[config.mk]
export PLATFORM = sky130hd
export DESIGN_NAME = mem_access_ctrl
export DESIGN_NICKNAME = d
export VERILOG_FILES = /design/src/rtl/mem_ctrl_pkg.sv /design/src/rtl/access_timer.sv /design/src/rtl/mem_access_ctrl.sv
export SDC_FILE = /design/constraint.sdc
export NUM_CORES = 1
export LEC_CHECK = 0
export ABC_AREA = 1
export BUFFER_PORTS_ARGS = -buffer_cell sky130_fd_sc_hd__buf_2
export CAP_MARGIN = 20
export CORE_AREA = 5 5 80 82
export CTS_CLUSTER_DIAMETER = 80
export DETAILED_ROUTE_END_ITERATION = 6
export DIE_AREA = 0 0 85 87
export PLACE_DENSITY_LB_ADDON = 0.3
export SLEW_MARGIN = 10
export SYNTH_ARGS = -nofsm -noshare
export SYNTH_HDL_FRONTEND = slang
export SYNTH_SLANG_ARGS = --single-unit
[constraint.sdc]
create_clock -name clk -period 1.54 [get_ports clk]
set_input_delay 0.308 -clock clk [delete_from_list [all_inputs] [get_ports clk]]
set_output_delay 0.308 -clock clk [all_outputs]
set_load 0.02 [all_outputs]
[src/rtl/mem_ctrl_pkg.sv]
// Shared definitions for the memory access controller.
// Declares the controller state encoding, the default bus widths, the default
// ack timeout and the width of the wait counter.
package mem_ctrl_pkg;

    localparam int unsigned DATA_W_DEF  = 16;
    localparam int unsigned ADDR_W_DEF  = 16;
    localparam int unsigned TIMEOUT_DEF = 15;
    localparam int unsigned CNT_W       = 8;

    typedef enum logic [1:0] {
        IDLE = 2'd0,
        RD   = 2'd1,
        WR   = 2'd2,
        DONE = 2'd3
    } state_t;

endpackage

[src/rtl/access_timer.sv]
// Wait-state counter used while a memory access is outstanding.
// Ports:
//   clk, rst : system clock; synchronous active-high reset
//   clr      : restart the count at 0 (held while no access is in flight)
//   en       : count one more cycle without an ack
//   expired  : registered flag, high while the count equals TIMEOUT-1
module access_timer
    import mem_ctrl_pkg::*;
#(
    parameter int unsigned TIMEOUT = TIMEOUT_DEF
) (
    input  logic clk,
    input  logic rst,
    input  logic clr,
    input  logic en,
    output logic expired
);

    localparam logic [CNT_W-1:0] LAST = CNT_W'(TIMEOUT - 1);

    logic [CNT_W-1:0] cnt;

    // expired is computed from the next count so it lines up with cnt
    always_ff @(posedge clk) begin
        if (rst || clr) begin
            cnt     <= '0;
            expired <= (LAST == '0);
        end else if (en) begin
            cnt     <= cnt + CNT_W'(1);
            expired <= ((cnt + CNT_W'(1)) == LAST);
        end
    end

endmodule

[src/rtl/mem_access_ctrl.sv]
// Memory access controller between the S-bus transfer gates and the M-bus.
// Holds MAR/MDR, runs single-word read/write handshakes with a wait-state
// memory, aborts after TIMEOUT strobe cycles without an ack.
// Ports:
//   clk, rst                : system clock; synchronous active-high reset
//   sma_en/sma_in           : load MAR (idle only)
//   smd_en/smd_in           : load MDR and clear m_bus_valid (idle only)
//   rd_req/wr_req           : one-cycle access requests
//   mem_addr/mem_wdata      : MAR / MDR towards memory
//   mem_re/mem_we           : strobes held until ack or timeout
//   mem_rdata/mem_ack       : memory response
//   m_bus_out/m_bus_valid   : MDR and read-data-valid towards the M-bus
//   busy/done/err           : status; done and err are one-cycle pulses
module mem_access_ctrl
    import mem_ctrl_pkg::*;
#(
    parameter int unsigned DATA_W  = DATA_W_DEF,
    parameter int unsigned ADDR_W  = ADDR_W_DEF,
    parameter int unsigned TIMEOUT = TIMEOUT_DEF
) (
    input  logic              clk,
    input  logic              rst,
    input  logic              sma_en,
    input  logic [DATA_W-1:0] sma_in,
    input  logic              smd_en,
    input  logic [DATA_W-1:0] smd_in,
    input  logic              rd_req,
    input  logic              wr_req,
    output logic [ADDR_W-1:0] mem_addr,
    output logic [DATA_W-1:0] mem_wdata,
    output logic              mem_re,
    output logic              mem_we,
    input  logic [DATA_W-1:0] mem_rdata,
    input  logic              mem_ack,
    output logic [DATA_W-1:0] m_bus_out,
    output logic              m_bus_valid,
    output logic              busy,
    output logic              done,
    output logic              err
);

    state_t            state;
    logic [ADDR_W-1:0] mar;
    logic [DATA_W-1:0] mdr;
    logic              expired;
    logic              timer_clr_c;
    logic              timer_en_c;

    // Counter is held at 0 outside RD/WR so every access starts from 0
    assign timer_clr_c = (state != RD) && (state != WR);
    assign timer_en_c  = ((state == RD) || (state == WR)) && !mem_ack;

    access_timer #(
        .TIMEOUT (TIMEOUT)
    ) u_timer (
        .clk     (clk),
        .rst     (rst),
        .clr     (timer_clr_c),
        .en      (timer_en_c),
        .expired (expired)
    );

    assign mem_addr  = mar;
    assign mem_wdata = mdr;
    assign m_bus_out = mdr;

    // Controller FSM with MAR/MDR and registered status outputs
    always_ff @(posedge clk) begin
        if (rst) begin
            state       <= IDLE;
            mar         <= '0;
            mdr         <= '0;
            mem_re      <= 1'b0;
            mem_we      <= 1'b0;
            m_bus_valid <= 1'b0;
            busy        <= 1'b0;
            done        <= 1'b0;
            err         <= 1'b0;
        end else begin
            done <= 1'b0;
            err  <= 1'b0;
            case (state)
                IDLE: begin
                    // Loads land on the same edge the strobe rises, so the
                    // access is issued with the freshly loaded MAR/MDR
                    if (sma_en) begin
                        mar <= ADDR_W'(sma_in);
                    end
                    if (smd_en) begin
                        mdr         <= smd_in;
                        m_bus_valid <= 1'b0;
                    end
                    if (rd_req && wr_req) begin
                        err <= 1'b1;
                    end else if (rd_req) begin
                        state  <= RD;
                        mem_re <= 1'b1;
                        busy   <= 1'b1;
                    end else if (wr_req) begin
                        state  <= WR;
                        mem_we <= 1'b1;
                        busy   <= 1'b1;
                    end
                end
                RD, WR: begin
                    // An ack in the last allowed cycle beats the timeout
                    if (mem_ack) begin
                        if (state == RD) begin
                            mdr         <= mem_rdata;
                            m_bus_valid <= 1'b1;
                        end
                        mem_re <= 1'b0;
                        mem_we <= 1'b0;
                        busy   <= 1'b0;
                        done   <= 1'b1;
                        state  <= DONE;
                    end else if (expired) begin
                        mem_re <= 1'b0;
                        mem_we <= 1'b0;
                        busy   <= 1'b0;
                        err    <= 1'b1;
                        state  <= IDLE;
                    end
                end
                DONE: begin
                    state <= IDLE;
                end
                default: begin
                    state <= IDLE;
                end
            endcase
        end
    end

endmodule

==> metrics, run 1 <==
status finished with violations; failing checks negative setup slack; kind of critical path reg2reg; Synth cell types 29; share of layout cells above drive strength 1 roughly 37%; Mapped Area 2280 sq um; setup violators final 1; Congestion Overflow GR 0; most numerous cell in the Yosys netlist nand2_1; Post-Route WL about 6.4 mm; Die Width 85 um; H-Tree Depth 2; placed cell area 2830 sq um; vias post-DR 2356; EDFF count, synth 0; filler cell count 568; DRT iter0 DRCs around 150; Async SR Flop Fraction 0%; DIE HEIGHT 87 um; Final Hold Fails 0; Main synth FF type dfxtp_1; Die Area 7400 sq um; CP startpoint kind flip-flop; area leader, netlist dfxtp_1; post-DP HPWL between 4 and 5 mm; Clock Root Buffer clkbuf_8; WHS 0.252 ns; I/O pins 109; Final nets 469; Syn. warnings 0; CP peak stage delay 0.37 ns; Worst Skew between 0.005 and 0.006 ns; Final WS setup -0.0210 ns; largest net degree at the start of global routing 35; gp weighted congestion 0.928; Area Growth Syn to Fin 34.5%; Mean Syn Cell Area 7.45 sq um; worst path cell trace inv_2, ha_4, inv_6, o21ai_2, nand2_2, inv_4, clkbuf_16, o21ai_0, a31oi_1; met3 Use GR 3.97%; Setup TNS -0.0210 ns; Residual DRC 0; max-slew violation count 0; Buf+Inv Stages, Crit Path 4; critical path arrival between 1.5 and 2 ns; TritonCTS clock tree done; multi-input logic area between 1000 and 1500 sq um; Total GRT Usage around 15%; Net Count, Synth roughly 370; Cell Rows 28; Worst-Margin Slew 0.498 ns; clk_lat worst skew 0.29 ns; Leak about 0.0015 uW; worst min path class in2reg; initial core utilization 40.2%; final period utilization 101%; Post-synth top cells 54 x nand2_1, 49 x dfxtp_1, 43 x nor2_1; pre-CTS setup slack 0.0272 ns; buffers added on ports 108; pwr/cell area ~2100 nW/um^2; crit path max-delay cell type dfxtp_2; Via density 4.88; CTS clk-pin slew, worst paths 0.09 ns; grt peak-use layer met2; top cells by area, synth dfxtp_1 43%, o21ai_0 9.2%, nand2_1 8.9%, nor2_1 7.1%, buf_4 6.3%; DR WL/cell 13.3 um; Req. time, crit path 1.76 ns; CTS sink count 49; synthesized flop and latch total 49; DR pass1 iterations 4; vias in the first global route 2088; placed cells 469; CTS Hold Bufs 0; CP delay by family, top compound AO/OA/AOI/OAI gates; diode count 0; Worst IR Drop VDD 1440 uV; M2 GR Usage 26.5%; first-pass GRT wire length 9.23 mm; GRT met1 Usage between 10% and 20%; Rel. slew slack 66.7%; non-filler instance count after layout 483; max cap viols 0; Synth top area share 43.0%; initial antenna violation count 0; CP max FO 6; post-layout min period around 1.6 ns; crit end category flip-flop; unrepaired setup endpoints after global routing yes; post-synthesis cell count 306; CTS Buf Count 5; CTS max path bufs 2; register area share after synthesis 43.0%; highest clock rate 641 MHz; Antenna Nets Post-Route 0; register area 983 sq um; design area 3070 sq um; core area 5680 sq um
## report_power, final
| group | switching [uW] | internal (uW) | total (uW) |
|---|---|---|---|
| Sequential | 244 | 1690 | 1930 |
| Combinational | 2290 | 1400 | 3690 |
| Clock | 412 | 473 | 884 |
| Total | 2950 | 3560 | 6510 |
## cells in the final DEF (no fill, tap or decap), drive strengths merged, types with 2 or more instances in the layout
cell / synthesis / layout
a21oi: 9 / 9
a31oi: 19 / 19
buf: 24 / 121
clkbuf: 5 / 8
dfxtp: 49 / 49
ha: 6 / 6
inv: 28 / 28
nand2: 56 / 56
nand3: 8 / 8
nor2: 46 / 46
o211ai: 2 / 2
o21ai: 45 / 45
o21bai: 2 / 2
## flip-flops by register name, indices dropped and copies added, names as in the netlist, 2 cells and up
name         flops
m_bus_out       16
mem_addr        16
u_timer.cnt      8
state            2
## cells by family after synthesis
logic type                 count (synthesis)  synth area share (%)
DFF                                       49                  43.0
adders and majority gates                  6                  3.29
buffers and inverters                     57                  13.3
AOI/OAI and AO/OA                         80                  19.4
and+or+nand+nor                          114                  21.0
## cell type report
| cell class | count | area share (%) |
|---|---|---|
| multi-input cells | 200 | 34.1 |
| flip-flops and latches | 49 | 32.1 |
| repair buffers | 124 | 23.7 |
| inverters | 28 | 3.75 |
| well taps | 75 | 3.06 |
| clock buffers | 5 | 2.24 |
| clock inverters | 2 | 1.14 |
## final timing paths
kind / startpoint / endpoint / slack (ns) / cells after the start
setup reg to reg: state[1]$_SDFFE_PP0P_ / m_bus_out[11]$_SDFFE_PP0P_ / -0.02 / 9
hold / removal: rst / busy$_SDFFE_PP0P_ / 0.25 / 2
setup / recovery: state[1]$_SDFFE_PP0P_ / m_bus_out[11]$_SDFFE_PP0P_ / -0.02 / 9
hold reg to reg: mem_we$_SDFFE_PP0P_ / mem_we$_SDFFE_PP0P_ / 0.47 / 2
## metrics by stage
stage / total power (uW) / utilization, %
finish: 6510 / 54.1
global route: 6950 / 54.1
CTS: 6100 / 51.7
detailed placement: 5190 / 49.8
global placement: 5130 / 49.8
floorplan: 4400 / -
## timing repair
item | in CTS | in global routing
gates cloned | 0 | 3
buffers inserted | 1 | 3
resized for setup | 0 | 11
pin swaps | 0 | 9
setup endpoints to repair | 1 | 21
## routing by layer
metal	up-vias	routed length (um)	share of wire (%)
met1	1083	2850	44
met2	75	3060	48
li1	1193	-	-
met5	-	0	0
met4	0	51	0.79
met3	5	457	7.1
No activity file was read; power rests on OpenSTA's default activity.
==> inputs of run 2 (changes only) <==
--- a/config.mk
+++ b/config.mk
@@ -8,10 +8,10 @@
 export ABC_AREA = 1
 export BUFFER_PORTS_ARGS = -buffer_cell sky130_fd_sc_hd__buf_2
 export CAP_MARGIN = 20
-export CORE_AREA = 5 5 80 82
+export CORE_AREA = 5 5 67 99
 export CTS_CLUSTER_DIAMETER = 80
 export DETAILED_ROUTE_END_ITERATION = 6
-export DIE_AREA = 0 0 85 87
+export DIE_AREA = 0 0 72 104
 export PLACE_DENSITY_LB_ADDON = 0.3
 export SLEW_MARGIN = 10
 export SYNTH_ARGS = -nofsm -noshare
==> metrics, run 2 (synthesis gave the netlist of run 1 again) <==
status completed (was finished with violations); buffers added on ports 108 (unchanged); kind of critical path reg2reg (unchanged); max cap viols 0 (unchanged); Die Area 7490 sq um (was 7400 sq um); Antenna Nets Post-Route 0 (unchanged); CP max FO 5 (was 6); CTS max path bufs 2 (unchanged); crit end category flip-flop (unchanged); Rel. slew slack 68.2% (was 66.7%); I/O pins 109 (unchanged); post-DP HPWL 4.79 mm (was 4.51 mm); initial core utilization 40.0% (was 40.2%); DRT iter0 DRCs 131 (was 146); register area 985 sq um (was 983 sq um); final period utilization 95.1% (was 101%); Final Hold Fails 0 (unchanged); share of layout cells above drive strength 1 37.0% (unchanged); Highest Signal Layer met4 (unchanged); Total GRT Usage 16.7% (was 15.3%); placed cells 468 (was 469); Final nets 468 (was 469); Req. time, crit path 1.73 ns (was 1.76 ns); Setup TNS 0 ns (was -0.0210 ns); pwr/cell area 2110 nW/um^2 (was 2120 nW/um^2); Die Width 72 um (was 85 um); non-filler instance count after layout 480 (was 483); vias in the first global route 2262 (was 2088); CTS Buf Count 5 (unchanged); vias post-DR 2359 (was 2356); met3 WL 448 um (was 457 um); most common cell after layout, fill and taps aside buf_2 (unchanged); clk_lat worst skew 0.30 ns (was 0.29 ns); met1 wire length 2.44 mm (was 2.85 mm); post-layout min period 1.46 ns (was 1.56 ns); Critical Path Source state[0]$_SDFFE_PP0P_ (was state[1]$_SDFFE_PP0P_); max-slew violation count 0 (unchanged); core area 5700 sq um (was 5680 sq um); initial antenna violation count 0 (unchanged); critical path arrival 1.65 ns (was 1.79 ns); total power 6510 uW (about the same); CTS sink count 49 (unchanged); unrepaired setup endpoints after global routing yes (unchanged); Residual DRC 0 (unchanged); setup violators final 0 (was 1); DR WL/cell 13.2 um (was 13.3 um); DR pass1 iterations 4 (unchanged); placed cell area 2860 sq um (was 2830 sq um); largest net degree at the start of global routing 37 (was 35); filler cell count 564 (was 568); Area Growth Syn to Fin 35.1% (was 34.5%); highest clock rate 683 MHz (was 641 MHz); diode count 0 (unchanged); gp weighted congestion 0.829 (was 0.928); CTS Hold Bufs 0 (unchanged); DIE HEIGHT 104 um (was 87 um); WHS 0.255 ns (was 0.252 ns); Cell Rows 34 (was 28); HP Start rst (unchanged); Leak 0.00155 uW (about the same); Clock Root Buffer clkbuf_8 (unchanged); Worst-Margin Slew 0.477 ns (was 0.498 ns); worst min path class in2reg (unchanged); Worst Skew 0.0104 ns (was 0.00523 ns); TritonCTS clock tree done (unchanged); multi-input logic area 1040 sq um (was 1050 sq um); first-pass GRT wire length 10.2 mm (was 9.23 mm); Post-Route WL 6.32 mm (was 6.42 mm); Via density 4.91 (was 4.88); Worst IR Drop VDD 1030 uV (was 1440 uV); CTS clk-pin slew, worst paths 0.09 ns (about the same); RR Startpoint state[0]$_SDFFE_PP0P_ (was state[1]$_SDFFE_PP0P_); most frequent cells in the layout 108 x buf_2, 53 x nand2_1, 46 x dfxtp_1, 42 x nor2_1, 41 x o21ai_0 (was 108 x buf_2, 52 x nand2_1, 47 x dfxtp_1, 41 x o21ai_0, 40 x nor2_1); H-Tree Depth 2 (unchanged); CP startpoint kind flip-flop (unchanged); design area 3080 sq um (was 3070 sq um); DR WL met2 3.33 mm (was 3.06 mm); Congestion Overflow GR 0 (unchanged)
run 2: changes by cell type in the layout (fill, tap and decap cells not counted), moves of 2 or more:
cell	delta
nor2_1	+2
nor2_2	-2
buf_4	-2
buf_12	+2
run 2: report_power, final:
part,leakage (uW),switching [uW],total [uW],internal (uW)
clock,0.0000574,421,949,528
combinational,0.00109,2210,3620,1410
sequential,0.000405,246,1940,1690
run 2: repair_timing:
item / in CTS / in global routing
endpoints found under the setup margin: 0 / 16
hold endpoints to repair: 0 / 0
resized for setup: 0 / 11
setup buffers: 0 / 2
run 2: worst max-delay path: stages, from the launching register on:
cell	delay (ns)
dfxtp_2	0.33
buf_4	0.14
ha_1	0.20
nand2_1	0.06
o21ai_1	0.07
nand2_2	0.09
clkinv_4	0.09
buf_12	0.14
o21ai_0	0.20
a31oi_2	0.05
run 2: metal layers:
layer,up-vias,global-route usage [%]
met4,0,6.32
met2,79,31.2
met1,1078,17.4
met3,10,3.68
met5,-,0
li1,1192,-
run 2: worst paths after layout:
path                            cells past startpoint                         to  slack [ns]
worst max-delay path                                9  m_bus_out[1]$_SDFFE_PP0P_        0.08
worst min-delay path                                2          busy$_SDFFE_PP0P_        0.25
worst max register to register                      9  m_bus_out[1]$_SDFFE_PP0P_        0.08
worst min register to register                      2        mem_we$_SDFFE_PP0P_        0.45
run 2: stage by stage:
step,utilization [%],setup WS (ns)
final,54.1,0.0762
after global routing,54.1,-0.0178
after CTS,52.3,0.0482
after detailed placement,50.2,0.0702
after global placement,50.2,0.0979
after floorplan,-,-0.0000558
run 2: cell type report:
type / count / area share, %
Clock buffer: 6 / 2.68
Clock inverter: 2 / 1.22
Inverter: 28 / 3.82
Multi-Input combinational cell: 200 / 33.9
Sequential cell: 49 / 32.0
Tap cell: 72 / 2.92
Timing Repair Buffer: 123 / 23.5
==> inputs of run 3 (changes only) <==
--- a/config.mk
+++ b/config.mk
@@ -8,10 +8,10 @@
 export ABC_AREA = 1
 export BUFFER_PORTS_ARGS = -buffer_cell sky130_fd_sc_hd__buf_2
 export CAP_MARGIN = 20
-export CORE_AREA = 5 5 67 99
+export CORE_AREA = 5 5 72 107
 export CTS_CLUSTER_DIAMETER = 80
 export DETAILED_ROUTE_END_ITERATION = 6
-export DIE_AREA = 0 0 72 104
+export DIE_AREA = 0 0 77 112
 export PLACE_DENSITY_LB_ADDON = 0.3
 export SLEW_MARGIN = 10
 export SYNTH_ARGS = -nofsm -noshare
==> metrics, run 3 (synthesis gave the netlist of run 1 again) <==
status completed (unchanged); worst min path class in2reg (unchanged); pwr/cell area 2070 nW/um^2 (was 2110 nW/um^2); initial core utilization 34.0% (was 40.0%); Antenna Nets Post-Route 0 (unchanged); highest clock rate 661 MHz (was 683 MHz); most common cell after layout, fill and taps aside buf_2 (unchanged); largest net degree at the start of global routing 35 (was 37); CTS max path bufs 2 (unchanged); Leak 0.00153 uW (was 0.00155 uW); DR WL/cell 12.9 um (was 13.2 um); Rel. slew slack 65.6% (was 68.2%); clk_lat worst skew 0.29 ns (was 0.30 ns); design area 3040 sq um (was 3080 sq um); TritonCTS clock tree done (unchanged); post-layout min period 1.51 ns (was 1.46 ns); Via density 4.82 (was 4.91); placed cell area 2830 sq um (was 2860 sq um); M2 GR Usage 23.7% (was 31.2%); setup violators final 0 (unchanged); most frequent cells in the layout 108 x buf_2, 53 x nand2_1, 47 x dfxtp_1, 42 x nor2_1, 40 x o21ai_0 (was 108 x buf_2, 53 x nand2_1, 46 x dfxtp_1, 42 x nor2_1, 41 x o21ai_0); initial antenna violation count 0 (unchanged); CTS sink count 49 (unchanged); WHS 0.237 ns (was 0.255 ns); H-Tree Depth 2 (unchanged); post-DP HPWL 4.56 mm (was 4.79 mm); Worst-Margin Slew 0.516 ns (was 0.477 ns); Post-Route WL 6.26 mm (was 6.32 mm); max cap viols 0 (unchanged); Total GRT Usage 13.5% (was 16.7%); DRT iter0 DRCs 104 (was 131); Final Hold Fails 0 (unchanged); crit end category flip-flop (unchanged); core area 6710 sq um (was 5700 sq um); CP max FO 8 (was 5); Clock Root Buffer clkbuf_8 (unchanged); Die Width 77 um (was 72 um); Worst IR Drop VDD 990 uV (was 1030 uV); Congestion Overflow GR 0 (unchanged); unrepaired setup endpoints after global routing yes (unchanged); met3 Use GR 4.21% (was 3.68%); Req. time, crit path 1.76 ns (was 1.73 ns); CP startpoint kind flip-flop (unchanged); max-slew violation count 0 (unchanged); share of layout cells above drive strength 1 36.4% (was 37.0%); Cell Rows 37 (was 34); grt peak-use layer met2 (unchanged); gp weighted congestion 0.864 (was 0.829); kind of critical path reg2reg (unchanged); Die Area 8620 sq um (was 7490 sq um); CTS clk-pin slew, worst paths 0.09 ns (about the same); I/O pins 109 (unchanged); buffers added on ports 108 (unchanged); Area Growth Syn to Fin 33.4% (was 35.1%); vias in the first global route 2188 (was 2262); GRT met1 Usage 15.0% (was 17.4%); final period utilization 98.3% (was 95.1%); Setup TNS 0 ns (unchanged); vias post-DR 2338 (was 2359); Final nets 467 (was 468); diode count 0 (unchanged); critical path arrival 1.73 ns (was 1.65 ns); first-pass GRT wire length 9.88 mm (was 10.2 mm); CTS Buf Count 5 (unchanged); Worst Skew 0.00214 ns (was 0.0104 ns); Residual DRC 0 (unchanged); flop2flop setup slack 0.03 ns (was 0.08 ns); DR pass1 iterations 5 (was 4); DIE HEIGHT 112 um (was 104 um)
[run 3: path summary, 6_finish.rpt]
check | from | cells after the start | endpoint
worst max-delay path | state[0]$_SDFFE_PP0P_ | 9 | m_bus_out[2]$_SDFFE_PP0P_
worst min-delay path | rst | 2 | busy$_SDFFE_PP0P_
worst max register to register | state[0]$_SDFFE_PP0P_ | 9 | m_bus_out[2]$_SDFFE_PP0P_
worst min register to register | mem_we$_SDFFE_PP0P_ | 2 | mem_we$_SDFFE_PP0P_
[run 3: metrics by stage]
stage | utilization (%) | total power, uW | worst slack (ns) | std cells
6_report | 45.3 | 6290 | 0.0268 | 485
5_1_grt | 45.3 | 6810 | -0.0713 | 485
4_1_cts | 43.5 | 5960 | 0.00942 | 479
3_5_place_dp | 42.2 | 5200 | 0.0349 | 471
3_3_place_gp | 42.2 | 5140 | 0.0741 | 471
2_1_floorplan | - | 4400 | -0.0000558 | 306
[run 3: final cells by class]
| type | instances | area (sq um) |
|---|---|---|
| sequential | 49 | 983 |
| inverter | 28 | 115 |
| clock inverter | 3 | 17.5 |
| multi-input combinational | 200 | 1040 |
| tap | 78 | 97.6 |
| clock buffer | 5 | 68.8 |
| fill | 729 | 3670 |
| timing repair buffer | 122 | 723 |
[run 3: report_power, final]
part           internal, uW  leakage (uW)  total (uW)  switching, uW
Clock                   314     0.0000439         744            429
Sequential             1690      0.000404        1940            250
Combinational          1390       0.00109        3610           2220
[run 3: worst max-delay path, cell delays in order (launching register included)]
cell       delay [ns]
dfxtp_2          0.36
inv_2            0.06
ha_4             0.28
inv_6            0.05
o21ai_2          0.11
nand2_2          0.08
inv_4            0.11
clkbuf_16        0.16
o21ai_0          0.07
a31oi_1          0.15
[run 3: timing repair]
item,4_1_cts,5_1_grt
setup endpoints to repair,0,20
hold buffers,0,0
endpoints found under the hold margin,0,0
gates resized for setup,0,9
setup buffers,0,3
[run 3: layer usage]
metal	wire length [um]	up-vias
met5	0	-
met4	138	0
met3	528	11
met2	3120	80
met1	2470	1058
li1	-	1189
